==> config.mk <==
export PLATFORM = sky130hd
export DESIGN_NAME = frame_sequencer
export DESIGN_NICKNAME = d
export VERILOG_FILES = /design/src/rtl/frame_seq_pkg.sv /design/src/rtl/frame_sequencer_angle_stepper.sv /design/src/rtl/frame_sequencer.sv
export SDC_FILE = /design/constraint.sdc
export NUM_CORES = 1
export LEC_CHECK = 0
export CAP_MARGIN = 10
export CORE_MARGIN = 2
export CORE_UTILIZATION = 51
export DETAILED_ROUTE_END_ITERATION = 16
export PLACE_DENSITY = 0.88
export SLEW_MARGIN = 25
export SYNTH_ARGS = -nofsm -noshare
export SYNTH_HDL_FRONTEND = slang
export SYNTH_SLANG_ARGS = --single-unit
==> constraint.sdc <==
create_clock -name clk -period 2.3 [get_ports clk]
set_input_delay 0.46 -clock clk [delete_from_list [all_inputs] [get_ports clk]]
set_output_delay 0.46 -clock clk [all_outputs]
set_load 0.005 [all_outputs]
==> src/rtl/frame_seq_pkg.sv <==
// frame_seq_pkg: shared state type and constants for the per-frame sequencer.
package frame_seq_pkg;

  // Angle table size shared with the transformer / sincos ROMs.
  localparam int SINCOS_N_ANGLES = 256;

  // Minimum FEED residency: covers a late-rising feeder_busy and an empty list.
  localparam int FEED_MIN_CYCLES = 2;

  typedef enum logic [2:0] {
    IDLE,
    BEGIN,
    CAM,
    FEED,
    DRAIN,
    DONE
  } frame_seq_state_t;

  // States in which a frame is in flight (frame_start there is an overrun).
  function automatic logic is_active(input frame_seq_state_t s);
    return (s == BEGIN) || (s == CAM) || (s == FEED) || (s == DRAIN);
  endfunction

endpackage

==> src/rtl/frame_sequencer_angle_stepper.sv <==
// angle_stepper: three rotation-index counters that advance once per accepted frame.
module angle_stepper
  import frame_seq_pkg::*;
#(
  parameter int N_ANGLES  = SINCOS_N_ANGLES,
  parameter int ANG_X_RST = 10,
  localparam int AW       = $clog2(N_ANGLES)
) (
  input  logic          clk,
  input  logic          rst_n,
  input  logic          step,
  input  logic [2:0]    rot_en,
  output logic [AW-1:0] ang_x,
  output logic [AW-1:0] ang_y,
  output logic [AW-1:0] ang_z
);

  // Wraps at N_ANGLES so non-power-of-two tables also stay in range.
  function automatic logic [AW-1:0] wrap_inc(input logic [AW-1:0] a);
    return (a == AW'(N_ANGLES - 1)) ? '0 : a + AW'(1);
  endfunction

  // Step each enabled axis on the accept strobe; hold otherwise.
  always_ff @(posedge clk or negedge rst_n) begin
    if (!rst_n) begin
      ang_x <= AW'(ANG_X_RST);
      ang_y <= '0;
      ang_z <= '0;
    end else if (step) begin
      if (rot_en[0]) ang_x <= wrap_inc(ang_x);
      if (rot_en[1]) ang_y <= wrap_inc(ang_y);
      if (rot_en[2]) ang_z <= wrap_inc(ang_z);
    end
  end

endmodule

==> src/rtl/frame_sequencer.sv <==
// frame_sequencer: per-frame begin/camera/feed/drain/swap controller (clk_render domain).
// Optional watchdog on FEED+DRAIN enabled by defining FRAME_SEQ_WATCHDOG_EN.
module frame_sequencer
  import frame_seq_pkg::*;
#(
  parameter int N_ANGLES     = SINCOS_N_ANGLES,
  parameter int ANG_X_RST    = 10,
  parameter int FLUSH_CYCLES = 8,
  parameter int DROP_CNT_W   = 8,
`ifdef FRAME_SEQ_WATCHDOG_EN
  parameter int WDOG_CYCLES  = 2_000_000,
`endif
  localparam int AW          = $clog2(N_ANGLES)
) (
  input  logic                  clk,
  input  logic                  rst_n,
  input  logic                  frame_start,
  input  logic [2:0]            sw_rot_en,
  input  logic                  feeder_busy,
  input  logic                  renderer_busy,
  output logic                  render_begin,
  output logic                  cam_valid,
  output logic                  feeder_begin,
  output logic                  fb_swap,
  output logic [AW-1:0]         ang_x,
  output logic [AW-1:0]         ang_y,
  output logic [AW-1:0]         ang_z,
  output logic                  frame_active,
  output logic [15:0]           frame_cnt,
  output logic [DROP_CNT_W-1:0] drop_cnt
`ifdef FRAME_SEQ_WATCHDOG_EN
  ,
  output logic                  wdog_err
`endif
);

  localparam int FCW = $clog2(FEED_MIN_CYCLES + 1);
  localparam int FLW = $clog2(FLUSH_CYCLES + 1);

  frame_seq_state_t state, state_nxt;
  logic [FCW-1:0]   feed_cnt;
  logic [FLW-1:0]   flush_cnt;
  logic             accept;
  logic             swap_req;
  logic             cam_req;
  logic             feed_req;
  logic             drain_done;
  logic             overrun;
  logic             drain_idle;

  assign drain_idle = !renderer_busy && !feeder_busy;
  assign overrun    = frame_start && is_active(state);

  // Main state register.
  always_ff @(posedge clk or negedge rst_n) begin
    if (!rst_n) state <= IDLE;
    else        state <= state_nxt;
  end

  // Cycles spent in FEED, saturating at the minimum residency.
  always_ff @(posedge clk or negedge rst_n) begin
    if (!rst_n)                                  feed_cnt <= '0;
    else if (state != FEED)                      feed_cnt <= '0;
    else if (feed_cnt != FCW'(FEED_MIN_CYCLES))  feed_cnt <= feed_cnt + FCW'(1);
  end

  // Consecutive fully-idle cycles in DRAIN; any busy cycle restarts the count.
  always_ff @(posedge clk or negedge rst_n) begin
    if (!rst_n)                          flush_cnt <= '0;
    else if (state != DRAIN || !drain_idle) flush_cnt <= '0;
    else                                 flush_cnt <= flush_cnt + FLW'(1);
  end

`ifdef FRAME_SEQ_WATCHDOG_EN
  localparam int WDW = $clog2(WDOG_CYCLES + 1);
  logic [WDW-1:0] wdog_cnt;
  logic           wdog_hit;

  assign wdog_hit = ((state == FEED) || (state == DRAIN)) &&
                    (wdog_cnt == WDW'(WDOG_CYCLES - 1));

  // Time spent waiting on feeder/renderer for the current frame.
  always_ff @(posedge clk or negedge rst_n) begin
    if (!rst_n)                                wdog_cnt <= '0;
    else if (state == FEED || state == DRAIN)  wdog_cnt <= wdog_cnt + WDW'(1);
    else                                       wdog_cnt <= '0;
  end

  // Sticky watchdog flag; only reset clears it.
  always_ff @(posedge clk or negedge rst_n) begin
    if (!rst_n)        wdog_err <= 1'b0;
    else if (wdog_hit) wdog_err <= 1'b1;
  end
`endif

  // Next-state and pulse-request decode.
  always_comb begin
    state_nxt  = state;
    accept     = 1'b0;
    swap_req   = 1'b0;
    cam_req    = 1'b0;
    feed_req   = 1'b0;
    drain_done = 1'b0;
    unique case (state)
      IDLE: begin
        if (frame_start) begin
          accept    = 1'b1;
          state_nxt = BEGIN;
        end
      end
      BEGIN: begin
        cam_req   = 1'b1;
        state_nxt = CAM;
      end
      CAM: begin
        feed_req  = 1'b1;
        state_nxt = FEED;
      end
      FEED: begin
        if (feed_cnt >= FCW'(FEED_MIN_CYCLES - 1) && !feeder_busy) state_nxt = DRAIN;
      end
      DRAIN: begin
        if (drain_idle && flush_cnt == FLW'(FLUSH_CYCLES - 1)) begin
          drain_done = 1'b1;
          state_nxt  = DONE;
        end
      end
      DONE: begin
        if (frame_start) begin
          accept    = 1'b1;
          swap_req  = 1'b1;
          state_nxt = BEGIN;
        end
      end
      default: state_nxt = IDLE;
    endcase
`ifdef FRAME_SEQ_WATCHDOG_EN
    if (wdog_hit) begin
      drain_done = 1'b0;
      state_nxt  = DONE;
    end
`endif
  end

  // Registered one-cycle pulses and the frame-in-flight flag.
  always_ff @(posedge clk or negedge rst_n) begin
    if (!rst_n) begin
      render_begin <= 1'b0;
      cam_valid    <= 1'b0;
      feeder_begin <= 1'b0;
      fb_swap      <= 1'b0;
      frame_active <= 1'b0;
    end else begin
      render_begin <= accept;
      cam_valid    <= cam_req;
      feeder_begin <= feed_req;
      fb_swap      <= swap_req;
      frame_active <= is_active(state_nxt);
    end
  end

  // Completed-frame (wrapping) and dropped-frame (saturating) counters.
  always_ff @(posedge clk or negedge rst_n) begin
    if (!rst_n) begin
      frame_cnt <= '0;
      drop_cnt  <= '0;
    end else begin
      if (drain_done) frame_cnt <= frame_cnt + 16'd1;
      if (overrun && drop_cnt != '1) drop_cnt <= drop_cnt + DROP_CNT_W'(1);
    end
  end

  angle_stepper #(
    .N_ANGLES  (N_ANGLES),
    .ANG_X_RST (ANG_X_RST)
  ) u_angle_stepper (
    .clk    (clk),
    .rst_n  (rst_n),
    .step   (accept),
    .rot_en (sw_rot_en),
    .ang_x  (ang_x),
    .ang_y  (ang_y),
    .ang_z  (ang_z)
  );

endmodule

* Yosys cells after proc, flatten, opt, wreduce, memory -nomap -nowiden *
Cells that the tools add are included.

word-level totals
  logic and storage cells = 76
  bits of input ports = 8
  output and inout bits = 53
  bits in registers = 62

cells by class
  muxes and demuxes = 17
  add/subtract/negate cells = 7
  reduce and logical (&&, ||, !) cells = 21
  equality and inequality tests = 17
  magnitude comparators = 1

operator list
  kind                                                                count
  adder 8 x 1 -> 8 bit (second input constant)                        4
  == test 8 bit (second input constant)                               3
  two-way mux 8 bit                                                   3
  adder 16 x 1 -> 16 bit (second input constant)                      1
  case mux 3 bit (5 select lines)                                     1
  == test 3 x 2 -> 1 bit (second input constant)                      4
  == test 3 bit (second input constant)                               3
  two-way mux 3 bit                                                   3
  != test 8 bit (second input constant)                               1
  logical OR 1 bit                                                    7
  two-way mux 1 bit                                                   7
  == test 3 x 1 -> 1 bit (second input constant)                      2
  AND reduction 2 bit                                                 3
  logical AND 1 bit                                                   5
  adder 4 x 1 -> 4 bit (second input constant)                        1
  == test 4 x 3 -> 1 bit (second input constant)                      1
  two-way mux 2 bit                                                   2
  two-way mux 4 bit                                                   1
  zero test 1 bit                                                     3
  zero test 3 bit                                                     1
  != test 3 x 2 -> 1 bit (second input constant)                      1
  != test 3 bit (second input constant)                               1
  adder 2 x 1 -> 2 bit (second input constant)                        1
  greater-or-equal comparator 2 x 1 -> 1 bit (second input constant)  1
  3 further kinds                                                     3

* Logic depth before layout (Yosys ltp) *
Gate-level depths: netlist of the first run.

  depth in word-level cells = 9
  mapped depth = 6
  mapped depth without buffers = 6

* By module *
Synthesis of the first run repeated with hierarchy kept, for this count alone.

second synthesis, totals
  cells, all modules = 272
  area total of the unflattened synthesis = 2991.6 um^2

by module, submodules not included
  module           instances  area each (um^2)  cells an instance  sequential area each (um^2)
  frame_sequencer  1          1803.0            162                950.9
  angle_stepper    1          1188.6            110                603.1

* Worst setup path before layout of the first run *
Ideal clock, no wire load.

  path type = input -> register
  start = input renderer_busy
  end = register frame_cnt[14]
  data required time = 2.220 ns
  library setup time = 0.080 ns
  arrival = 1.906 ns
  buffers on the path = 1
  stages = 5
  setup slack = 0.315 ns
  cell sequence = or3b_4 -> or4_4 -> buf_6 -> nor4_4 -> xnor2_1

on the way
  cells in the longest elaborated chain, start to end = 5

ends and longest elaborated chain
  what                    RTL line                RTL
  start: declaration      frame_sequencer.sv:20   input logic renderer_busy,
  zero test 1 bit         frame_sequencer.sv:51   assign drain_idle = !renderer_busy && !feeder_busy;
  logical AND 1 bit       frame_sequencer.sv:51
  logical AND 1 bit       frame_sequencer.sv:123  if (drain_idle && flush_cnt == FLW'(FLUSH_CYCLES - 1)) begin
  two-way mux 1 bit       frame_sequencer.sv:123
  two-way mux 1 bit       frame_sequencer.sv:104  unique case (state)
  end signal: assignment  frame_sequencer.sv:168  if (drain_done) frame_cnt <= frame_cnt + 16'd1;
  end: declaration        frame_sequencer.sv:29   output logic [15:0] frame_cnt,

No other way between the ends.
A chain may end at the register's enable or synchronous reset.

* Worst setup path after layout of the first run *
  start = input feeder_busy
  end = register frame_cnt[12]

on the way
  cells in the longest elaborated chain, start to end = 5

ends and longest elaborated chain
  what                RTL line                RTL
  start: declaration  frame_sequencer.sv:19   input logic feeder_busy,
  zero test 1 bit     frame_sequencer.sv:51
  logical AND 1 bit   frame_sequencer.sv:51
  logical AND 1 bit   frame_sequencer.sv:123
  two-way mux 1 bit   frame_sequencer.sv:123
  two-way mux 1 bit   frame_sequencer.sv:104

No other way between the ends.

==> results of run 1 <==
worst register-to-register path, stage by stage, from the launching register on:
cell                      delay [ns]
sky130_fd_sc_hd__dfrtp_1        0.37
sky130_fd_sc_hd__or2_2          0.35
sky130_fd_sc_hd__or4_4          0.61
sky130_fd_sc_hd__nor3_1         0.25
sky130_fd_sc_hd__xor2_1         0.19
placed cells by master, fill, tap and decap left out, types with 3 or more instances in the layout:
| cell type | count |
|---|---|
| sky130_fd_sc_hd__clkinv_2 | 3 |
| sky130_fd_sc_hd__o31ai_1 | 6 |
| sky130_fd_sc_hd__nand3_1 | 16 |
| sky130_fd_sc_hd__a21oi_1 | 7 |
| sky130_fd_sc_hd__nand4_1 | 13 |
| sky130_fd_sc_hd__a31oi_1 | 4 |
| sky130_fd_sc_hd__inv_1 | 6 |
| sky130_fd_sc_hd__nand3b_1 | 4 |
| sky130_fd_sc_hd__o21ai_0 | 6 |
| sky130_fd_sc_hd__clkbuf_8 | 11 |
| sky130_fd_sc_hd__xor2_1 | 13 |
| sky130_fd_sc_hd__buf_4 | 10 |
| sky130_fd_sc_hd__clkdlybuf4s50_1 | 59 |
| sky130_fd_sc_hd__dfrtp_1 | 60 |
| sky130_fd_sc_hd__o22ai_1 | 3 |
| sky130_fd_sc_hd__ha_1 | 8 |
| sky130_fd_sc_hd__and3_1 | 6 |
| sky130_fd_sc_hd__nand2_1 | 26 |
| sky130_fd_sc_hd__xnor2_1 | 22 |
| sky130_fd_sc_hd__nor2_1 | 21 |
| sky130_fd_sc_hd__mux2_2 | 4 |
| sky130_fd_sc_hd__nor3_1 | 6 |
| sky130_fd_sc_hd__nor3b_1 | 4 |
power groups by stage:
stage	clock [mW]	sequential, mW	combinational, mW
after global placement	0	1.49	1.04
after global routing	1.04	1.52	1.20
after floorplan	0	1.50	0.552
final	0.969	1.49	1.07
after CTS	0.985	1.49	1.08
after detailed placement	0	1.51	1.07
state kept, by name, summed over array words and instances (netlist names):
register and count:
frame_cnt 16, drop_cnt 8, u_angle_stepper.ang_x 8, u_angle_stepper.ang_y 8
u_angle_stepper.ang_z 8, flush_cnt 4, state 3, feed_cnt 2
cam_valid 1, fb_swap 1, feeder_begin 1, frame_active 1
render_begin 1
area by class of cell:
class,instances,share of cell area [%]
clock inverter,4,1.15
multi-input combinational,203,34.8
timing repair buffer,71,17.6
sequential,62,39.6
inverter,6,0.574
tap,72,2.30
clock buffer,12,3.95
worst min path at each step:
stage / startpoint / endpoint / slack, ns / cells after the start
floorplan: rst_n / cam_valid / 0.16 / 0
global route: rst_n / frame_cnt[1] / 0.08 / 1
CTS: rst_n / frame_cnt[2] / 0.07 / 1
finish: rst_n / frame_cnt[7] / 0.07 / 1
global placement: rst_n / frame_cnt[7] / 0.43 / 1
detailed placement: rst_n / frame_cnt[7] / 0.43 / 1
routing by layer:
metal / global-route usage, % / up-vias
met1: 26.5 / 1175
li1: - / 1152
met3: 5.96 / 11
met4: 8.64 / 0
met2: 34.0 / 67
met5: 0 / -
cell families after synthesis:
group | synth area share, %
adder cells (fa/ha/maj) | 3.36
XOR/XNOR | 10.3
buffers and inverters | 2.01
flip-flops | 52.1
AND/OR/NAND/NOR | 21.1
multiplexers | 2.18
AO/OA/AOI/OAI | 8.98
==> impl.org, run 1 <==
** Critical path
- The slowest stage of the critical path belongs to the cell sky130_fd_sc_hd__or4_4.
- Critical path peak fanout :: 6
- The worst register-to-register path ends at frame_cnt[12].
- Slowest stage delay, CP :: approximately 0.58 ns
- STA puts the critical path data required time at 2.55 ns.
- List of cells traversed by the critical path :: clkdlybuf4s50_1 -> or3b_4 -> or4_4 -> nor3_1 -> xor2_1
- In this run the critical register-to-register path is launched from state[0].
- Together, buffers and inverters on the worst path number 1.
- The worst register-to-register path has a depth of 4.
- Worst EP arrival :: 2.33 ns
- Endpoint of the worst setup timing path :: frame_cnt[12]
- Family with the most delay on the worst path :: simple AND/OR/NAND/NOR gates
- The critical path starts at feeder_busy.
- Category of the worst setup path launch point :: input pin
- The setup path with the least slack is of type in2reg.
- Stages on worst setup path :: 5
- Crit end category :: register
- Worst reg-to-reg setup slack :: 0.44 ns

** Clock network
- Once the clock tree was built, the resizer swapped 0 gates to a different size.
- CTS tree :: built
- The longest clock path from root to sink contains 2 buffers.
- Cts bufs inserted :: 9
- Clock latency on the worst-skew pair, taken at its later pin, is 0.34 ns.
- Clock-pin slew was measured on the worst setup and hold paths at 0.07 ns.
- For this design, the CTS-stage hold fixing added 0 buffers.
- Number of setup buffers added after CTS :: 0
- The tree built by TritonCTS fans out to 62 sinks.
- The tree is rooted in a sky130_fd_sc_hd__clkbuf_8.
- H-Tree Level Count :: 3

** Route
- Detailed routing inserted a total of 2405 vias.
- Remaining DRCs :: 0
- Wires add up to 6.17 mm.
- The first routing iteration left 80 violations.
- After detailed routing, the number of vias per cell comes to 5.59.
- Detailed routing placed a total of around 270 µm of wire on met3.
- Post-route met1 wirelength :: ~2.7 mm
- Detailed-router iteration count before antenna repair :: 7
- Dividing the detail-routed wire length by the instance count gives 14.4 µm.
- Highest metal layer used by the detailed router :: met4
- After detailed routing, the met2 layer carries 3.09 mm of wire.
- Remaining number of nets flagged by the antenna check after routing :: 0

** Global routing
- Global-route wire length before repair :: 10.4 mm
- The number of global-route vias before repair is approximately 2300.
- Tot GR Track Use :: a little over a fifth
- Antenna violations before repair :: 0
- Gr ovfl total :: 0
- Entering global routing, the biggest net connects 45 pins.

** Placement
- Worst slack at placement :: -0.125 ns
- Total half-perimeter wirelength after legalization and detailed placement :: between 4 and 5 mm
- Placed cell count :: 414
- IO Port Bufs :: 60
- The congestion estimate from routability-driven global placement came to 0.843.
- Placed inst area :: approximately 0.0037 mm²

** Floorplanning
- The floorplan step defined a core boundary enclosing approximately 0.0056 mm².
- Placement row count :: 27
- Die X :: 80.5 µm
- For this configuration, the core starts out at a cell density of 53.5%.
- Floorplan die area :: 0.00647 mm²
- Num ports :: slightly above 60
- Y dimension of the die :: 80.5 µm

** Synthesis
- Largest area contributor in the synthesized netlist :: sky130_fd_sc_hd__dfrtp_1
- The synthesized netlist occupies a cell area of 0.00298 mm².
- The synthesized netlist contains 51 unique library cells.
- EDFF count, synth :: 0
- Number of storage elements in the synthesis netlist :: 62
- Primary flip-flop cell chosen by synthesis mapping :: sky130_fd_sc_hd__dfrtp_1
- Sorting the synthesized cells by area gives the leading types as sky130_fd_sc_hd__dfrtp_1 (50%), sky130_fd_sc_hd__xnor2_1 (6.5%), sky130_fd_sc_hd__xor2_1 (3.8%).
- During synthesis, Yosys emitted a total of 0 warnings.
- Avg Inst Size Synth :: 10.7 µm²
- Yosys top cell area share :: 50.4%
- Portion of the post-synthesis area used by sequential elements :: 52.1%
- Synth Instances :: 279
- Most frequent cells after synthesis :: sky130_fd_sc_hd__dfrtp_1 (60), sky130_fd_sc_hd__nand2_1 (26), sky130_fd_sc_hd__xnor2_1 (22)
- The number of nets in the synthesized netlist is approximately 300.
- Post-synthesis async set-or-reset flop share :: 100%
- The most common cell in the synthesized netlist is sky130_fd_sc_hd__dfrtp_1.

** Cells and area
- Layout filler cell count :: ~440
- Flip-flop and latch area :: about 0.0016 mm²
- The net count of the finished layout is 369.
- Compared with the post-synthesis result, the final layout area differs by 31.6%.
- Final cell count without fillers :: 430
- Area of combinational cells with multiple inputs :: 0.00137 mm²
- Diodes inserted :: 0
- At the end of the flow the core is filled with cells to 70.4%.
- After routing the design area is 0.00393 mm².
- Cells with a size suffix above 1 make up 11.2% of the layout.

** STA
- Number of failing setup endpoints in the final timing report :: 0
- Setup repair after global routing left no endpoint under its margin.
- Final setup TNS :: 0 ns
- The tightest hold path in the finished design has a slack of 0.0655 ns.
- Min cycle time layout :: 2.08 ns
- Between clock sinks in the finished design, the worst skew comes to 0.00605 ns.
- For this run, the top clock speed supported by timing is 0.481 GHz.
- Least-Margin Pin Slew :: 0.466 ns
- Worst slew margin relative to its limit :: 69.0%
- Setup slack closes at 0.220 ns.
- The max-slew violation total from the final report came to 0.
- The final-report hold violation count is 0.
- Final clock period utilization by the worst path :: 90.4%

** Power and ir drop
- VDD sags by at most 0.000666 V.
- Pint :: ~2.4 mW
- Per report_power, the sequential group accounts for 42.3% of the total.
- Net switching is 31.4% of the power.
- Power comes to about 3.5 mW.
- Per report_power, the clock group accounts for 27.4% of the total.
- Switching component of the power :: about 1.1 mW
- Pwr per Cell Area :: 900 mW/mm²
- Pleak :: roughly 1.7 nW
- Power share of the combinational group :: between 30% and 40%

** Run status
- The run finished with clean final reports.

** Min path
- The min-delay analysis places its worst path in the category in2async.

** Run
- Number of max-cap violations :: 0
Power figures use the tool's default switching activity.
==> run 2, diff against run 1 <==
--- a/config.mk
+++ b/config.mk
@@ -10,6 +10,7 @@
 export CORE_UTILIZATION = 51
 export DETAILED_ROUTE_END_ITERATION = 16
 export PLACE_DENSITY = 0.88
+export SETUP_SLACK_MARGIN = 0.15
 export SLEW_MARGIN = 25
 export SYNTH_ARGS = -nofsm -noshare
 export SYNTH_HDL_FRONTEND = slang
==> run 2 against run 1 <==
  * Largest power group unchanged
  * Worst setup slack worse by 0.0013 ns
  * Highest routed layer unchanged
  * Fmax about the same
  * Critical path type unchanged
  * Register-to-register slack about the same
  * Wire length down 0.39%
  * Total power about the same
  * First-iteration DRC count up 5.0%
==> impl.org, run 2 (synthesis results as in run 1) <==
** Run status
- Outcome: finished clean (unchanged).

** Clock network
- The number of hold buffers added after cts came to 0 (unchanged).
- The maximum clock insertion buffer count is 2 (unchanged).
- The TritonCTS buffer count was 9 (unchanged).
- CTS tree :: built (unchanged)
- The number of sinks driven by the clock tree is 62 (unchanged).
- Clk Latency, worst-skew pair :: 0.34 ns (about the same)
- The cell chosen for the clock root was sky130_fd_sc_hd__clkbuf_8 (unchanged).
- The CTS clock-pin slew for the worst setup and hold paths was 0.07 ns (about the same).
- The CTS H-tree depth came to 3 (unchanged).

** Cells and area
- Layout Nets :: 369 (unchanged)
- Layout filler cell count :: 438 (was 439)
- The number of antenna repair diodes is 0 (unchanged).
- The top register by number of flip-flops is frame_cnt (unchanged).
- Utilization of the core after routing :: 70.5% (was 70.4%)
- Most used cells in the layout excluding fill and tap cells :: sky130_fd_sc_hd__dfrtp_1 (60), sky130_fd_sc_hd__clkdlybuf4s50_1 (59), sky130_fd_sc_hd__nand2_1 (26) (unchanged)
- The final cell count without fillers came to 430 (unchanged).
- Max reg flops :: 16 (unchanged)
- The area growth from synthesis to final layout is 31.8% (was 31.6%).
- The commonest non-fill, non-tap cell in the layout is sky130_fd_sc_hd__dfrtp_1 (unchanged).
- The share of final-layout standard cells stronger than drive strength 1 was 11.5% (was 11.2%).
- Finished Cell Area :: 0.00393 mm² (about the same)

** STA
- The max-slew headroom at the worst pin is 68.8% (was 69.0%).
- The total negative setup slack was 0 ns (unchanged).
- The max-slew violation total from the final report is 0 (unchanged).
- Setup repair after global routing missed its margin: false (unchanged).
- The worst setup skew after layout was 0.00676 ns (was 0.00605 ns).
- The number of endpoints failing setup at the final stage came to 0 (unchanged).
- The clock period minus worst slack was 2.08 ns (about the same).
- The slew at the pin with the worst max-slew slack is 0.468 ns (was 0.466 ns).
- The final-report hold violation count is 0 (unchanged).
- F_max :: 0.480 GHz (was 0.481 GHz)
- The post-route clock period utilization is 90.5% (was 90.4%).

** Floorplanning
- The effective utilization at floorplan is 53.5% (unchanged).
- The standard cell core area is 0.00557 mm² (unchanged).
- The y dimension of the die was 80.5 µm (unchanged).
- The horizontal die dimension came to 80.5 µm (unchanged).
- Num ports :: 61 (unchanged)
- The area enclosed by the die boundary is 0.00647 mm² (unchanged).
- Placement row count :: 27 (unchanged)

** Global routing
- Global routing met3 resource utilization :: 5.96% (unchanged)
- The initial antenna violation count is 0 (unchanged).
- The overall overflow remaining after global route came to 0 (unchanged).
- Pin count of the biggest net entering global routing :: 45 (unchanged)
- Met2 Use GR :: 34.0% (unchanged)
- The most utilized layer in the global route result was met2 (unchanged).
- The first-pass GRT wire length is 10.4 mm (unchanged).
- The global router's overall resource usage was 21.0% (unchanged).
- Via count of the first global-routing pass :: 2317 (unchanged)
- The met1 capacity usage during global routing was 26.5% (unchanged).

** Min path
- Worst min-delay path class :: in2async (unchanged)

** Route
- Remaining DRCs :: 0 (unchanged)
- Remaining number of nets flagged by the antenna check after routing :: 0 (unchanged)
- The total length of routed wires came to 6.15 mm (was 6.17 mm).
- The number of iterations in the first detailed-routing pass is 6 (was 7).
- DRC violation total after the first TritonRoute iteration :: 84 (was 80)
- Average via count per standard cell :: 5.60 (was 5.59)
- Count of vias placed by the detailed router :: 2407 (was 2405)
- The wire length per cell came to 14.3 µm (was 14.4 µm).

** Power and ir drop
- The clock network fraction of total power is 27.5% (was 27.4%).
- Net Sw Frac :: 31.4% (about the same)
- Power share of the combinational group :: 30.2% (was 30.3%)
- The total power draw is 3.53 mW (about the same).
- The cell internal power dissipation was 2.42 mW (about the same).
- The peak supply drop came to 0.000666 V (about the same).
- The leakage power summed over all cells was 1.68 nW (about the same).
- The total net switching power is 1.11 mW (about the same).
- Pwr per Cell Area :: 898 mW/mm² (was 900 mW/mm²)
- Flop pwr share :: 42.2% (was 42.3%)

** Placement
- The total instance count after detailed placement is 414 (unchanged).
- The number of buffers added on ports was 60 (unchanged).
- The post-detailed-placement cell area came to 0.00372 mm² (unchanged).
- The routability congestion estimate came to 0.843 (unchanged).
- Total half-perimeter wirelength after legalization and detailed placement :: 4.39 mm (unchanged)

** Critical path
- The critical-path maximum fanout came to 6 (unchanged).
- The worst path arrival time came to 2.35 ns (was 2.33 ns).
- Crit path kind :: in2reg (unchanged)
- The kind of capture point of the worst setup path was a register (unchanged).
- The data required time at the worst endpoint came to 2.57 ns (was 2.55 ns).
- The kind of start point of the critical path is an input pin (unchanged).

** Run
- Number of max-cap violations :: 0 (unchanged)
[run 2: final timing paths]
check	slack, ns	from	endpoint	cells past startpoint
max in group asynchronous	1.59	rst_n	u_angle_stepper.ang_x[1]	2
worst min-delay path	0.06	rst_n	frame_cnt[7]	1
worst max register to register	0.43	state[0]	frame_cnt[14]	4
worst min register to register	0.48	flush_cnt[0]	flush_cnt[0]	1
worst max-delay path	0.22	feeder_busy	frame_cnt[14]	5
min in group clk	0.48	flush_cnt[0]	flush_cnt[0]	1
[run 2: layout make-up]
class / instances / area (µm²) / area share [%]
clock buffer: 12 / 155 / 3.95
timing repair buffer: 71 / 691 / 17.6
multi-input combinational: 203 / 1370 / 34.9
sequential: 62 / 1550 / 39.5
inverter: 6 / 22.5 / 0.573
tap: 72 / 90.1 / 2.29
clock inverter: 4 / 45.0 / 1.15
[run 2: metrics by stage]
stage | hold slack, ns | worst slack (ns)
2_1_floorplan | 0.164 | 0.315
3_3_place_gp | 0.429 | -0.110
3_5_place_dp | 0.434 | -0.125
4_1_cts | 0.0725 | 0.223
5_1_grt | 0.0806 | 0.159
6_report | 0.0630 | 0.219
[run 2: critical path: stages]
cell	delay, ns
sky130_fd_sc_hd__clkdlybuf4s50_1	0.46
sky130_fd_sc_hd__or3b_4	0.39
sky130_fd_sc_hd__or4_4	0.59
sky130_fd_sc_hd__nor4_4	0.30
sky130_fd_sc_hd__xnor2_1	0.15
[run 2: what timing repair did]
action	CTS	global route
resized for setup	0	1
endpoints found under the hold margin	0	0
buffers inserted	0	0
setup endpoints to repair	0	1
[run 2: per-layer routing]
metal | vias up | share of wire, %
met1 | 1179 | 44
met4 | 0 | 1.9
met2 | 62 | 50
li1 | 1154 | -
met3 | 12 | 4.1
met5 | - | 0
[run 2: power groups by stage]
| stage | clock network [mW] | registers [mW] | logic (mW) |
|---|---|---|---|
| 2_1_floorplan | 0 | 1.50 | 0.552 |
| 3_3_place_gp | 0 | 1.49 | 1.04 |
| 3_5_place_dp | 0 | 1.51 | 1.07 |
| 4_1_cts | 0.985 | 1.49 | 1.08 |
| 5_1_grt | 1.04 | 1.52 | 1.20 |
| 6_report | 0.972 | 1.49 | 1.07 |
